===== src/rtl/skinny_sbox_layer_ctrl.sv =====
// Serialises the Skinny-64 4-bit S-box over all nibbles of the cipher state
// through one shared registered S-box, realigning its delayed output into dout.
`timescale 1ns/1ps
module skinny_sbox_layer_ctrl #(
    parameter int NIBBLES = 16
) (
    input  logic                   clk,
    input  logic                   rst_n,
    input  logic                   start,
    input  logic [4*NIBBLES-1:0]   din,
    output logic [4*NIBBLES-1:0]   dout,
    output logic                   busy,
    output logic                   done
);
    localparam int IW = (NIBBLES > 1) ? $clog2(NIBBLES) : 1;
    localparam logic [IW-1:0] LAST = IW'(NIBBLES - 1);

    localparam logic [1:0] S_IDLE  = 2'd0;
    localparam logic [1:0] S_RUN   = 2'd1;
    localparam logic [1:0] S_DRAIN = 2'd2;
    localparam logic [1:0] S_DONE  = 2'd3;

    logic [1:0]           state;
    logic [4*NIBBLES-1:0] src_q;
    logic [IW-1:0]        idx;
    logic [IW-1:0]        widx_q;
    logic                 v_q;
    logic [3:0]           sb_x;
    logic [3:0]           sb_y;

    function automatic logic [3:0] sbox4(input logic [3:0] x);
        logic [3:0] y;
        case (x)
            4'h0: y = 4'hC;  4'h1: y = 4'h6;  4'h2: y = 4'h9;  4'h3: y = 4'h0;
            4'h4: y = 4'h1;  4'h5: y = 4'hA;  4'h6: y = 4'h2;  4'h7: y = 4'hB;
            4'h8: y = 4'h3;  4'h9: y = 4'h8;  4'hA: y = 4'h5;  4'hB: y = 4'hD;
            4'hC: y = 4'h4;  4'hD: y = 4'hE;  4'hE: y = 4'h7;  default: y = 4'hF;
        endcase
        return y;
    endfunction

    // Feed stage: one lane per RUN cycle, driven only from registers
    always_comb begin
        sb_x = 4'h0;
        if (state == S_RUN)
            sb_x = src_q[4*idx +: 4];
    end

    // Shared S-box output register; deliberately unreset, guarded by v_q
    always_ff @(posedge clk)
        sb_y <= sbox4(sb_x);

    assign busy = (state == S_RUN) || (state == S_DRAIN);
    assign done = (state == S_DONE);

    // Control and align stage: sb_y lags sb_x by one edge, widx_q tracks it
    always_ff @(posedge clk or negedge rst_n) begin
        if (!rst_n) begin
            state  <= S_IDLE;
            src_q  <= '0;
            idx    <= '0;
            widx_q <= '0;
            v_q    <= 1'b0;
            dout   <= '0;
        end else begin
            if (v_q)
                dout[4*widx_q +: 4] <= sb_y;
            case (state)
                S_IDLE: begin
                    if (start) begin
                        state <= S_RUN;
                        src_q <= din;
                        idx   <= '0;
                        v_q   <= 1'b0;
                    end
                end
                S_RUN: begin
                    v_q    <= 1'b1;
                    widx_q <= idx;
                    if (idx == LAST) begin
                        state <= S_DRAIN;
                        idx   <= '0;
                    end else begin
                        idx <= idx + 1'b1;
                    end
                end
                S_DRAIN: begin
                    v_q   <= 1'b0;
                    state <= S_DONE;
                end
                default: state <= S_IDLE;
            endcase
        end
    end
endmodule


===== config.mk =====
export PLATFORM = sky130hd
export DESIGN_NAME = skinny_sbox_layer_ctrl
export DESIGN_NICKNAME = d
export VERILOG_FILES = /design/src/rtl/skinny_sbox_layer_ctrl.sv
export SDC_FILE = /design/constraint.sdc
export NUM_CORES = 1
export LEC_CHECK = 0
export BUFFER_PORTS_ARGS = -buffer_cell sky130_fd_sc_hd__buf_2
export CAP_MARGIN = 20
export CORE_MARGIN = 1
export CORE_UTILIZATION = 40
export CTS_BUF_LIST = sky130_fd_sc_hd__clkbuf_4
export DETAILED_ROUTE_END_ITERATION = 10
export HOLD_SLACK_MARGIN = 0.12
export MAX_ROUTING_LAYER = met4
export PLACE_DENSITY = 0.72
export SYNTH_ARGS = -nofsm -noshare
export SYNTH_HDL_FRONTEND = slang
export SYNTH_SLANG_ARGS = --single-unit

===== constraint.sdc =====
create_clock -name clk -period 2.2 [get_ports clk]
set_clock_uncertainty 0.2 [all_clocks]
set_input_delay 0.44 -clock clk [delete_from_list [all_inputs] [get_ports clk]]
set_output_delay 0.44 -clock clk [all_outputs]
set_load 0.03 [all_outputs]

==> impl_metrics.env, run 1 <==
export IMPL_final_area_um2=9123
export IMPL_rsz0062_at_grt="yes"
export IMPL_period_minus_slack_ns=2.465
export IMPL_synth_area_top_cells="dfrtp_1, mux2_2, nand2_1, mux2i_1, o21ai_0"
export IMPL_cts_buffer_depth=2
export IMPL_clkTransAtPathRegs_ns=0.13
export IMPL_synth_cell_types=41
export IMPL_end_kind="register"
export IMPL_drt_iter0_markers=202
export IMPL_grt_pass1_wl_mm=26.68
export IMPL_wirelength_mm=16.82
export IMPL_dp_cells=875
export IMPL_fmax_mhz=405.8
export IMPL_rows=45
export IMPL_synth_yosys_warnings=0
export IMPL_use_met1=0.2527
export IMPL_yosys_area_share_simple=0.08719
export IMPL_synth_edf_count=0
export IMPL_max_cap_viol_count=0
export IMPL_nets=849
export IMPL_power_density_nw_per_um2=1029
export IMPL_cts_buffers=17
export IMPL_port_buffers=132
export IMPL_syn_cell_area_um2=6386
export IMPL_htree_num_levels=4
export IMPL_ir_drop_uv=652.7
export IMPL_finalCritPeriodShare=1.120
export IMPL_nFillCells=1242
export IMPL_dieArea_um2=16480
export IMPL_cts_sinks=143
export IMPL_violations="setup timing"
export IMPL_via_per_inst=4.984
export IMPL_placed_cell_area_um2=7634
export IMPL_core_area_um2=15370
export IMPL_r2r_end="sb_y[0]"
export IMPL_cp_data_required_time_ns=2.45
export IMPL_grt_usage=0.2175
export IMPL_ys_ff_latch=143
export IMPL_synth_seq_area_share=0.5572
export IMPL_vias=4959
export IMPL_die_h_um=128.4
export IMPL_yosysTopAreaCell="dfrtp_1"
export IMPL_ys_flop_type="dfrtp_1"
export IMPL_crit_fanout=4
export IMPL_hold_class="input pin to asynchronous set/reset pin"
export IMPL_cellLeakagePower_nw=4.442
export IMPL_r2r_start="idx[0]"
export IMPL_synth_fp_nets=585
export IMPL_hold_violations=0
export IMPL_synthTopCellsByCount="dfrtp_1, mux2_2, nand2_1, o21ai_0, mux2i_1"
export IMPL_cts_tree="built"
export IMPL_r2r_setup_slack_ns=-0.26
export IMPL_worst_slack_ns=-0.2645
export IMPL_grt_pass1_vias=5396
export IMPL_start_kind="register"
export IMPL_setup_viol=22
export IMPL_slew_viol_final=0
export IMPL_synth_top_area_frac=0.5447
export IMPL_area_delta_synth_final_pct=42.85
export IMPL_firstDrtPassIters=4
export IMPL_synth_async_reset_ratio=0.9720
export IMPL_clock_latency_ns=0.55
export IMPL_busiest_layer="met2"
export IMPL_synthAdderAreaFrac=0.02351
export IMPL_antenna_found_initial=1
export IMPL_avgRoutedWirePerCell_um=16.90
export IMPL_syn_avg_cell_area_um2=12.62
export IMPL_worst_pin_slew_ns=0.6130
export IMPL_route_detailed_drc=0
export IMPL_io_pins=133
export IMPL_routabilityCongestion=0.8019
export IMPL_synth_xor_xnor_area_share=0.004114
export IMPL_netlist_instances=506
export IMPL_synthMuxAreaShare=0.2475
export IMPL_synth_top_family_by_area="multiplexers"
export IMPL_place_hpwl_mm=11.17
export IMPL_status="finished with violations"
export IMPL_grt_use_met2=0.3755
export IMPL_path_class="register to register"
export IMPL_drive_gt1_frac=0.4981
export IMPL_antenna_left=0
export IMPL_initial_utilization=0.4155
export IMPL_gr_usage_met3=0.04241
export IMPL_clk_root_buffer_cell="clkbuf_4"
export IMPL_finalNonFillerCells=995
export IMPL_slew_headroom=0.5913
export IMPL_synth_compound_area_frac=0.05662
export IMPL_r2r_cells=9
export IMPL_cp_arrival_ns=2.71
export IMPL_place_ws_ns=-0.2872
export IMPL_grt_max_degree=65
export IMPL_synth_most_common_cell="dfrtp_1"
export IMPL_grt_overflow_total=0
export IMPL_fp_dieW_um=128.4
how the worst max path moves through the flow:
stage / startpoint / to / slack, ns / cells past startpoint
finish: idx[0] / sb_y[0] / -0.26 / 9
global route: idx[0] / sb_y[0] / -0.32 / 9
CTS: idx[0] / sb_y[0] / -0.22 / 8
detailed placement: idx[0] / sb_y[0] / -0.29 / 9
global placement: idx[0] / sb_y[0] / -0.22 / 9
floorplan: idx[0] / sb_y[0] / -0.09 / 9
power by group:
part	switching [mW]	total, mW	leakage (nW)	internal (mW)
clock network	0.994	2.04	0.191	1.05
registers	0.521	3.86	1.82	3.33
logic	1.52	3.49	2.43	1.97
total	3.03	9.39	4.44	6.35
sequential cells by signal, summed over array words and instances (netlist names):
name    count
idx         4
v_q         1
widx_q      4
state       2
src_q      64
dout       64
sb_y        4
routing by layer:
metal / part of all wire / wire [µm] / vias up
met4: 0.016 / 270 / 0
li1: - / - / 2318
met2: 0.52 / 8719 / 174
met3: 0.044 / 746 / 23
met1: 0.42 / 7079 / 2444
met5: 0 / 0 / -
cell families after synthesis:
logic type / after synthesis
AO/OA/AOI/OAI: 62
XOR/XNOR: 3
adder cells (fa/ha/maj): 12
buffers and inverters: 34
flip-flops: 143
multiplexers: 130
AND/OR/NAND/NOR: 122
final cells by class:
type	instances	area, µm²	area share
inverter	14	60.06	0.006583
sequential	143	3560	0.3902
tap	211	264.0	0.02894
multi-input combinational	329	2957	0.3241
antenna	1	2.502	0.0002743
timing repair buffer	265	1924	0.2109
clock inverter	13	212.7	0.02332
clock buffer	19	142.6	0.01564
worst max-delay path, cell delays in order, from the launching register on:
cell and delay (ns):
dfrtp_1 0.44, buf_4 0.15, buf_4 0.15, mux2i_1 0.13
a211o_1 0.27, o31a_1 0.32, buf_6 0.14, ha_4 0.25
mux2i_1 0.07, mux2_4 0.26
stage by stage:
stage          power (mW)    util  hold slack [ns]  setup TNS [ns]
2_1_floorplan       5.725       -         -0.05559         -0.1633
3_3_place_gp        6.582  0.4966           0.1684         -0.7476
3_5_place_dp        6.729  0.4966           0.1801          -2.496
4_1_cts             9.102  0.5735           0.1411         -0.5383
5_1_grt             9.894  0.5935           0.1661          -3.437
6_report            9.389  0.5935           0.1736          -1.123
layout by cell type (no fill, tap or decap), drive strengths merged, types with 7 or more instances in the layout:
cell	synthesis	layout
buf	5	199
dfrtp	139	139
mux2	99	99
nand2	74	74
dlygate4sd3	0	66
o21ai	41	41
mux2i	21	21
clkbuf	15	19
inv	14	15
and3	12	12
ha	12	12
nor2	11	11
mux4	10	10
clkinv	0	7
timing repair:
action,CTS,global route
endpoints found under the setup margin,41,64
gates cloned,0,0
pin swaps,11,16
hold endpoints to repair,206,0
hold buffers,66,0
gates resized for setup,27,67
setup buffers,10,13
Power figures use the tool's default switching activity.
==> inputs of run 2 (changes only) <==
--- a/config.mk
+++ b/config.mk
@@ -11,6 +11,7 @@
 export CORE_UTILIZATION = 40
 export CTS_BUF_LIST = sky130_fd_sc_hd__clkbuf_4
 export DETAILED_ROUTE_END_ITERATION = 10
+export GPL_TIMING_DRIVEN = 0
 export HOLD_SLACK_MARGIN = 0.12
 export MAX_ROUTING_LAYER = met4
 export PLACE_DENSITY = 0.72
==> run 2 against run 1 <==
Compared with the run above:
- the run still ends with setup timing left
- global-route usage is 0.15 points lower
- via count is 1.6% lower
- combinational power is 2% lower
- clock power is 25% lower
- critical path type unchanged
- largest cell class unchanged
- highest routed layer unchanged
==> impl_metrics.env, run 2 (same netlist as run 1, synthesis figures left out) <==
export IMPL_status="finished with violations"
export IMPL_violations="setup timing"
export IMPL_io_pins=133
export IMPL_grt_overflow_total=0
export IMPL_worst_slack_ns=-0.3521
export IMPL_place_hpwl_mm=10.91
export IMPL_power_density_nw_per_um2=989.4
export IMPL_grt_pass1_wl_mm=26.05
export IMPL_port_buffers=132
export IMPL_start_kind="register"
export IMPL_antenna_left=0
export IMPL_htree_num_levels=4
export IMPL_place_ws_ns=-0.5765
export IMPL_ir_drop_uv=644.6
export IMPL_hold_violations=0
export IMPL_dp_cells=850
export IMPL_max_cap_viol_count=0
export IMPL_path_class="register to register"
export IMPL_critPathSlowestCell="mux4_2"
export IMPL_finalCritPeriodShare=1.160
export IMPL_finalNonFillerCells=976
export IMPL_rows=45
export IMPL_cpPeakStageDelay_ns=0.52
export IMPL_nets=833
export IMPL_cp_arrival_ns=2.78
export IMPL_cellLeakagePower_nw=4.325
export IMPL_crit_fanout=4
export IMPL_area_delta_synth_final_pct=38.91
export IMPL_final_cell_mix="dfrtp_1, buf_2, mux2_2, dlygate4sd3_1, nand2_1"
export IMPL_via_per_inst=5.002
export IMPL_cts_buffers=17
export IMPL_grt_max_degree=88
export IMPL_fmax_mhz=391.8
export IMPL_cp_cell_sequence="buf_4, buf_16, buf_4, mux4_2, mux4_2, nand2_4, mux2_4"
export IMPL_slew_viol_final=0
export IMPL_r2r_end="sb_y[0]"
export IMPL_period_minus_slack_ns=2.552
export IMPL_worst_pin_slew_ns=0.5558
export IMPL_cts_sinks=143
export IMPL_route_detailed_drc=0
export IMPL_wirelength_mm=16.37
export IMPL_routabilityCongestion=0.8253
export IMPL_clkTransAtPathRegs_ns=0.11
export IMPL_layout_commonest_cell="dfrtp_1"
export IMPL_r2r_cells=7
export IMPL_antenna_found_initial=0
export IMPL_fp_dieW_um=128.4
export IMPL_cp_data_required_time_ns=2.43
export IMPL_dieArea_um2=16480
export IMPL_slew_headroom=0.6294
export IMPL_initial_utilization=0.4155
export IMPL_r2r_setup_slack_ns=-0.35
export IMPL_clock_latency_ns=0.55
export IMPL_top_regs="dout x64, src_q x64"
export IMPL_cts_buffer_depth=2
export IMPL_nFillCells=1228
export IMPL_r2r_start="idx[0]"
export IMPL_avgRoutedWirePerCell_um=16.78
export IMPL_grt_pass1_vias=5052
export IMPL_diodes=0
export IMPL_clk_root_buffer_cell="clkbuf_4"
export IMPL_firstDrtPassIters=7
export IMPL_drive_gt1_frac=0.4654
export IMPL_cts_tree="built"
export IMPL_hold_class="input pin to asynchronous set/reset pin"
export IMPL_setup_viol=19
export IMPL_core_area_um2=15370
export IMPL_grt_usage=0.2160
export IMPL_die_h_um=128.4
export IMPL_vias=4882
export IMPL_drt_iter0_markers=218
export IMPL_rsz0062_at_grt="yes"
export IMPL_end_kind="register"
==> run 2: repair_timing <==
action	4_1_cts	5_1_grt
buffers inserted	15	17
gates resized for setup	51	52
endpoints found under the hold margin	206	0
pin swaps	9	15
gates cloned	1	0
hold buffers	66	0
setup endpoints to repair	120	64
==> run 2: power by group <==
group | switching, mW | internal, mW
combinational | 1.58 | 1.85
clock | 0.885 | 0.660
sequential | 0.469 | 3.34
total | 2.93 | 5.85
==> run 2: metrics by stage <==
stage	util	hold slack [ns]	power, mW	setup TNS [ns]	instance area [µm²]
6_report	0.5771	0.2088	8.777	-2.017	8871
3_3_place_gp	0.4772	0.2565	6.324	-200.27	7335
4_1_cts	0.5588	0.1878	8.545	-1.137	8589
2_1_floorplan	-	-0.05559	5.725	-0.1633	6410
5_1_grt	0.5771	0.2249	9.307	-3.719	8871
3_5_place_dp	0.4794	0.2248	6.512	-30.92	7368
==> run 2: final cells by class <==
| type | instances | area [µm²] | area share |
|---|---|---|---|
| sequential | 143 | 3561 | 0.4014 |
| clock buffer | 19 | 142.6 | 0.01608 |
| tap | 211 | 264.0 | 0.02976 |
| timing repair buffer | 231 | 1655 | 0.1866 |
| inverter | 14 | 60.06 | 0.006770 |
| clock inverter | 11 | 100.1 | 0.01128 |
| buffer | 18 | 132.6 | 0.01495 |
| multi-input combinational | 329 | 2955 | 0.3331 |
==> run 2: worst max-delay path, delay by kind of cell (launching register included) <==
family | cells | cell delay [ns]
muxes | 3 | 1.26
DFF | 1 | 0.45
buffers and inverters | 3 | 0.42
and+or+nand+nor | 1 | 0.11
==> run 2: worst max path at each step <==
stage	slack, ns	end	from	depth (start not counted)
floorplan	-0.09	sb_y[0]	idx[0]	9
global placement	-1.30	src_q[3]	rst_n	1
detailed placement	-0.58	sb_y[0]	idx[1]	9
CTS	-0.35	sb_y[0]	idx[0]	7
global route	-0.44	sb_y[0]	idx[0]	8
finish	-0.35	sb_y[0]	idx[0]	7
==> run 2: metal layers <==
layer	global-route usage	up-vias	part of all wire
li1	-	2275	-
met1	0.2483	2412	0.41
met2	0.3755	171	0.52
met3	0.04449	24	0.051
met4	0.07266	0	0.018
met5	-	-	0
